--- src/rtl/sort_reader.sv ---
// Sequential read-out engine for the sort buffer: walks entries 0..DEPTH-1,
// streams them over valid/ready and keeps min/max/sum plus a sticky order flag.
module sort_reader #(
    parameter int DATA_W = 5,
    parameter int DEPTH  = 16,
    parameter int POS_W  = 4
) (
    input  logic                    clockcito,
    input  logic                    reset,
    input  logic                    start,
    output logic [POS_W-1:0]        rd_pos,
    input  logic [DATA_W-1:0]       rd_data,
    output logic [DATA_W-1:0]       out_data,
    output logic                    out_valid,
    input  logic                    out_ready,
    output logic                    out_last,
    output logic                    busy,
    output logic                    done,
    output logic                    order_err,
    output logic [DATA_W-1:0]       min_val,
    output logic [DATA_W-1:0]       max_val,
    output logic [DATA_W+POS_W-1:0] sum_val
);

    typedef enum logic [1:0] {IDLE, ADDR, SEND, FIN} state_t;

    localparam logic [POS_W-1:0] LAST = POS_W'(DEPTH - 1);

    state_t                    state;
    logic [DATA_W-1:0]         prev_val;
    logic [DATA_W+POS_W-1:0]   sum_next;

    assign sum_next = sum_val + {{POS_W{1'b0}}, out_data};

    // rd_pos doubles as the entry index; the buffer must stay untouched while busy
    always_ff @(posedge clockcito or posedge reset) begin
        if (reset) begin
            state     <= IDLE;
            rd_pos    <= '0;
            out_data  <= '0;
            out_valid <= 1'b0;
            out_last  <= 1'b0;
            busy      <= 1'b0;
            done      <= 1'b0;
            order_err <= 1'b0;
            min_val   <= '0;
            max_val   <= '0;
            sum_val   <= '0;
            prev_val  <= '0;
        end else begin
            done <= 1'b0;
            case (state)
                IDLE: begin
                    if (start) begin
                        state     <= ADDR;
                        busy      <= 1'b1;
                        rd_pos    <= '0;
                        order_err <= 1'b0;
                        min_val   <= '1;
                        max_val   <= '0;
                        sum_val   <= '0;
                    end
                end
                ADDR: begin
                    out_data  <= rd_data;
                    out_valid <= 1'b1;
                    out_last  <= (rd_pos == LAST);
                    state     <= SEND;
                end
                SEND: begin
                    if (out_ready) begin
                        if (out_data < min_val) min_val <= out_data;
                        if (out_data > max_val) max_val <= out_data;
                        sum_val  <= sum_next;
                        prev_val <= out_data;
                        if (rd_pos != '0 && out_data < prev_val) order_err <= 1'b1;
                        out_valid <= 1'b0;
                        out_last  <= 1'b0;
                        if (rd_pos == LAST) begin
                            state <= FIN;
                            done  <= 1'b1;
                        end else begin
                            rd_pos <= rd_pos + 1'b1;
                            state  <= ADDR;
                        end
                    end
                end
                FIN: begin
                    busy  <= 1'b0;
                    state <= IDLE;
                end
                default: state <= IDLE;
            endcase
        end
    end

endmodule

--- config.mk ---
export PLATFORM = sky130hd
export DESIGN_NAME = sort_reader
export DESIGN_NICKNAME = d
export VERILOG_FILES = /design/src/rtl/sort_reader.sv
export SDC_FILE = /design/constraint.sdc
export NUM_CORES = 1
export LEC_CHECK = 0
export BUFFER_PORTS_ARGS = -buffer_cell sky130_fd_sc_hd__buf_2
export CORE_ASPECT_RATIO = 1.75
export CORE_MARGIN = 2
export CORE_UTILIZATION = 30
export DETAILED_ROUTE_END_ITERATION = 8
export SLEW_MARGIN = 40
export SYNTH_ARGS = -nofsm -noshare
export SYNTH_HDL_FRONTEND = slang
export SYNTH_SLANG_ARGS = --single-unit
--- constraint.sdc ---
create_clock -name clockcito -period 2.13 [get_ports clockcito]
set_input_delay 0.1065 -clock clockcito [delete_from_list [all_inputs] [get_ports clockcito]]
set_output_delay 0.1065 -clock clockcito [all_outputs]
set_load 0.02 [all_outputs]
==> results.tsv <==
stage	metric	value	unit
worst_hold_path	Hold Path Class	in -> reg	
clocking	Clock H-tree levels	2	
power	switching portion of total power	43.5	%
clocking	CTS sink cnt	40	
power	clock share of power	17.4	%
placed_design	Placer Congestion	0.789	
drt	Via Count	1775	
clocking	CTS root buf	clkbuf_16	
clocking	CTS tree	built	
global_routing	GRT Max-Usage Layer	met2	
synthesis	Synth top area share	45.2	%
clocking	TritonCTS buffer count	5	
timing	Max Slew Vio Count	0	
critical_path	Worst Setup End Kind	flip-flop	
power	Logic pwr share	52.3	%
power	peak supply drop	0.000453	V
floorplan	# rows	41	
finish	fraction of layout cells with a size suffix above 1	26.1	%
critical_path	reg-to-reg startpoint	sum_val[0]	
power	Power Internal	2470	µW
floorplan	IO Count	42	
drt	final WL	5600	µm
timing	post-route clock period utilization	90.8	%
drt	Detail Route Antenna Nets	0	
floorplan	die width	68.9	µm
global_routing	initial antenna violation count	0	
global_routing	met3 usage	3.15	%
floorplan	core area	7180	µm²
placed_design	post-DP HPWL	4330	µm
timing	Worst Skew	0.00286	ns
floorplan	Die Ht	118	µm
worst_hold_path	min-delay src	rd_data[4]	
power	Leak	0.00138	µW
critical_path	CP Class	reg -> reg	
finish	Final Cell Area	2750	µm²
power	Flop pwr share	30.3	%
clocking	# Post-CTS Setup Buffers	0	
run_status	run status	complete, no violations	
timing	Fin Setup TNS	0	ns
global_routing	met2 usage in global routing	27.2	%
synthesis	syn nets	248	
placed_design	Area after DPL	2590	µm²
synthesis	most numerous cell in the Yosys netlist	dfrtp_1	
critical_path	Worst setup SP type	flip-flop	
synthesis	Synth Instances	218	
global_routing	GRT Util Overall	15.2	%
clocking	clk buf depth	2	
timing	Max Clock Freq	517	MHz
job	MaxCap Viol Count	0	
synthesis	top cell type by total area after synthesis	dfrtp_1	
global_routing	first-pass GRT wire length	8980	µm
critical_path	terminus of the critical flop-to-flop path	sum_val[8]	
synthesis	Yosys cell types	50	
timing	Tmin final	1.93	ns
synthesis	Yosys Warn Count	0	
critical_path	depth of the most critical reg-to-reg path	6	
placed_design	IO Port Bufs	41	
finish	Diodes inserted	0	
timing	measured slew at the worst slew-check pin	0.518	ns
global_routing	routing usage on met1	15.4	%
synthesis	Post-synth EDFFs	0	
critical_path	crit-path max FO	4	
clocking	clock network latency to the later pin of the worst-skew pair	0.29	ns
drt	DR pass1 iterations	4	
drt	DR vias/cell	4.90	
global_routing	vias in the first global route	1857	
timing	Relative slew margins	65.5	%
clocking	Clock Pin Slew Worst Setup and Hold Paths	0.06	ns
synthesis	Synth top cells by count	dfrtp_1, nand2_1, inv_1	
finish	Area Overhead vs Synth	24.5	%
critical_path	Req. time, crit path	2.34	ns
drt	Routed WL per cell	15.5	µm
critical_path	flop2flop setup slack	0.20	ns
synthesis	Async SR Flop Fraction	100	%
power	Sw Pwr	1910	µW
synthesis	Seq/Total Area, Yosys	45.2	%
drt	DRC	0	
synthesis	Avg Cell Area, Syn	10.1	µm²
worst_hold_path	Hold Path End	out_data[4]	
synthesis	Most used DFF post-synth	dfrtp_1	
synthesis	synth top area cells	dfrtp_1, ha_1, nand2_1	
floorplan	Starting Density	30.8	%
timing	unrepaired setup endpoints after global routing	no	
synthesis	flop and latch count out of synthesis	40	
global_routing	largest net degree at the start of global routing	41	
drt	1st-iter DRT viols	119	
floorplan	Die ar.	8100	µm²
synthesis	Syn Std Cell Area	2210	µm²
timing	Setup violations, final	0	
power	Power Density	1590	nW/µm²
global_routing	total grt overflow	0	
finish	post-layout net count	305	
timing	final hold vios	0	
critical_path	arrival time at the worst endpoint	2.14	ns
worst_hold_path	Worst Hold Depth	2	
-- power groups by stage --
stage                     sequential, µW  combinational [µW]  clock (µW)
final                               1330                2290         764
after global routing                1370                2560         812
after CTS                           1330                2320         796
after detailed placement            1340                2300           0
after global placement              1330                2250           0
after floorplan                     1560                1300           0
-- repair_timing --
action	4_1_cts	5_1_grt
endpoints found under the setup margin	0	1
gates resized for setup	0	1
hold buffers	1	0
hold endpoints to repair	40	0
-- layout make-up --
type                    count  area, µm²
fillers                   760       4430
repair buffers             56        320
clock buffers               8        146
multi-input cells         149       1090
well taps                  86        108
flip-flops and latches     40       1000
inverters                  23       86.3
-- critical path, cell delays in order, from the launching register on --
cell and delay (ns):
dfrtp_1 0.40, ha_1 0.22, fa_1 0.43, a211oi_2 0.26, o21bai_1 0.16, a31o_2 0.27, a21oi_1 0.12
-- flip-flops by register name, indices dropped and copies added, names as in the netlist, 2 cells and up --
| name | cells |
|---|---|
| rd_pos | 4 |
| max_val | 5 |
| out_data | 5 |
| min_val | 5 |
| state | 2 |
| sum_val | 9 |
| prev_val | 5 |
-- cells in the final DEF, fill, tap and decap left out, types with 2 or more instances in the layout --
cell	n
buf_2	41
dfrtp_1	40
nand2_1	27
inv_1	23
ha_1	20
o21ai_0	17
buf_4	14
a21oi_1	11
mux2i_1	6
nand3_1	5
nor2_1	5
o22a_1	5
clkbuf_16	5
mux2_2	4
nor2b_1	3
and3_1	3
a22o_1	3
or3_1	3
o21bai_1	2
o22ai_1	2
nand2b_1	2
a211oi_1	2
a21o_1	2
clkbuf_1	2
-- per-stage QoR --
| stage | hold WS (ns) | setup slack (ns) | total power, µW | instances | utilization (%) |
|---|---|---|---|---|---|
| CTS | 0.0618 | 0.132 | 4440 | 362 | 38.3 |
| finish | 0.0703 | 0.196 | 4380 | 362 | 38.3 |
| global placement | 0.269 | 0.233 | 3580 | 353 | 36.1 |
| floorplan | 0.223 | 0.0857 | 2860 | 218 | - |
| detailed placement | 0.277 | 0.178 | 3640 | 353 | 36.1 |
| global route | 0.0611 | 0.0671 | 4740 | 362 | 38.3 |
-- worst max path at each step --
stage	start	end	slack (ns)	cells past startpoint
3_5_place_dp	out_data[0]	sum_val[8]	0.18	6
6_report	sum_val[0]	sum_val[8]	0.20	6
4_1_cts	sum_val[0]	sum_val[8]	0.13	6
3_3_place_gp	out_data[0]	sum_val[8]	0.23	6
5_1_grt	out_data[0]	sum_val[8]	0.07	6
2_1_floorplan	out_data[3]	sum_val[7]	0.09	5
-- kinds of logic after synthesis --
logic type | after synthesis | synth area share, %
compound gates | 59 | 18.3
mux | 10 | 4.75
buf+inv | 29 | 5.60
flops | 40 | 45.2
xor+xnor | 2 | 0.792
fa+ha+maj | 21 | 12.2
simple gates | 57 | 13.1
-- layer usage --
layer	vias up	part of all wire, %	routed length (µm)
li1	887	-	-
met1	850	36	2020
met2	30	58	3250
met3	8	3.2	180
met4	0	2.7	151
met5	-	0	0
(Power assumes the default switching activity.)
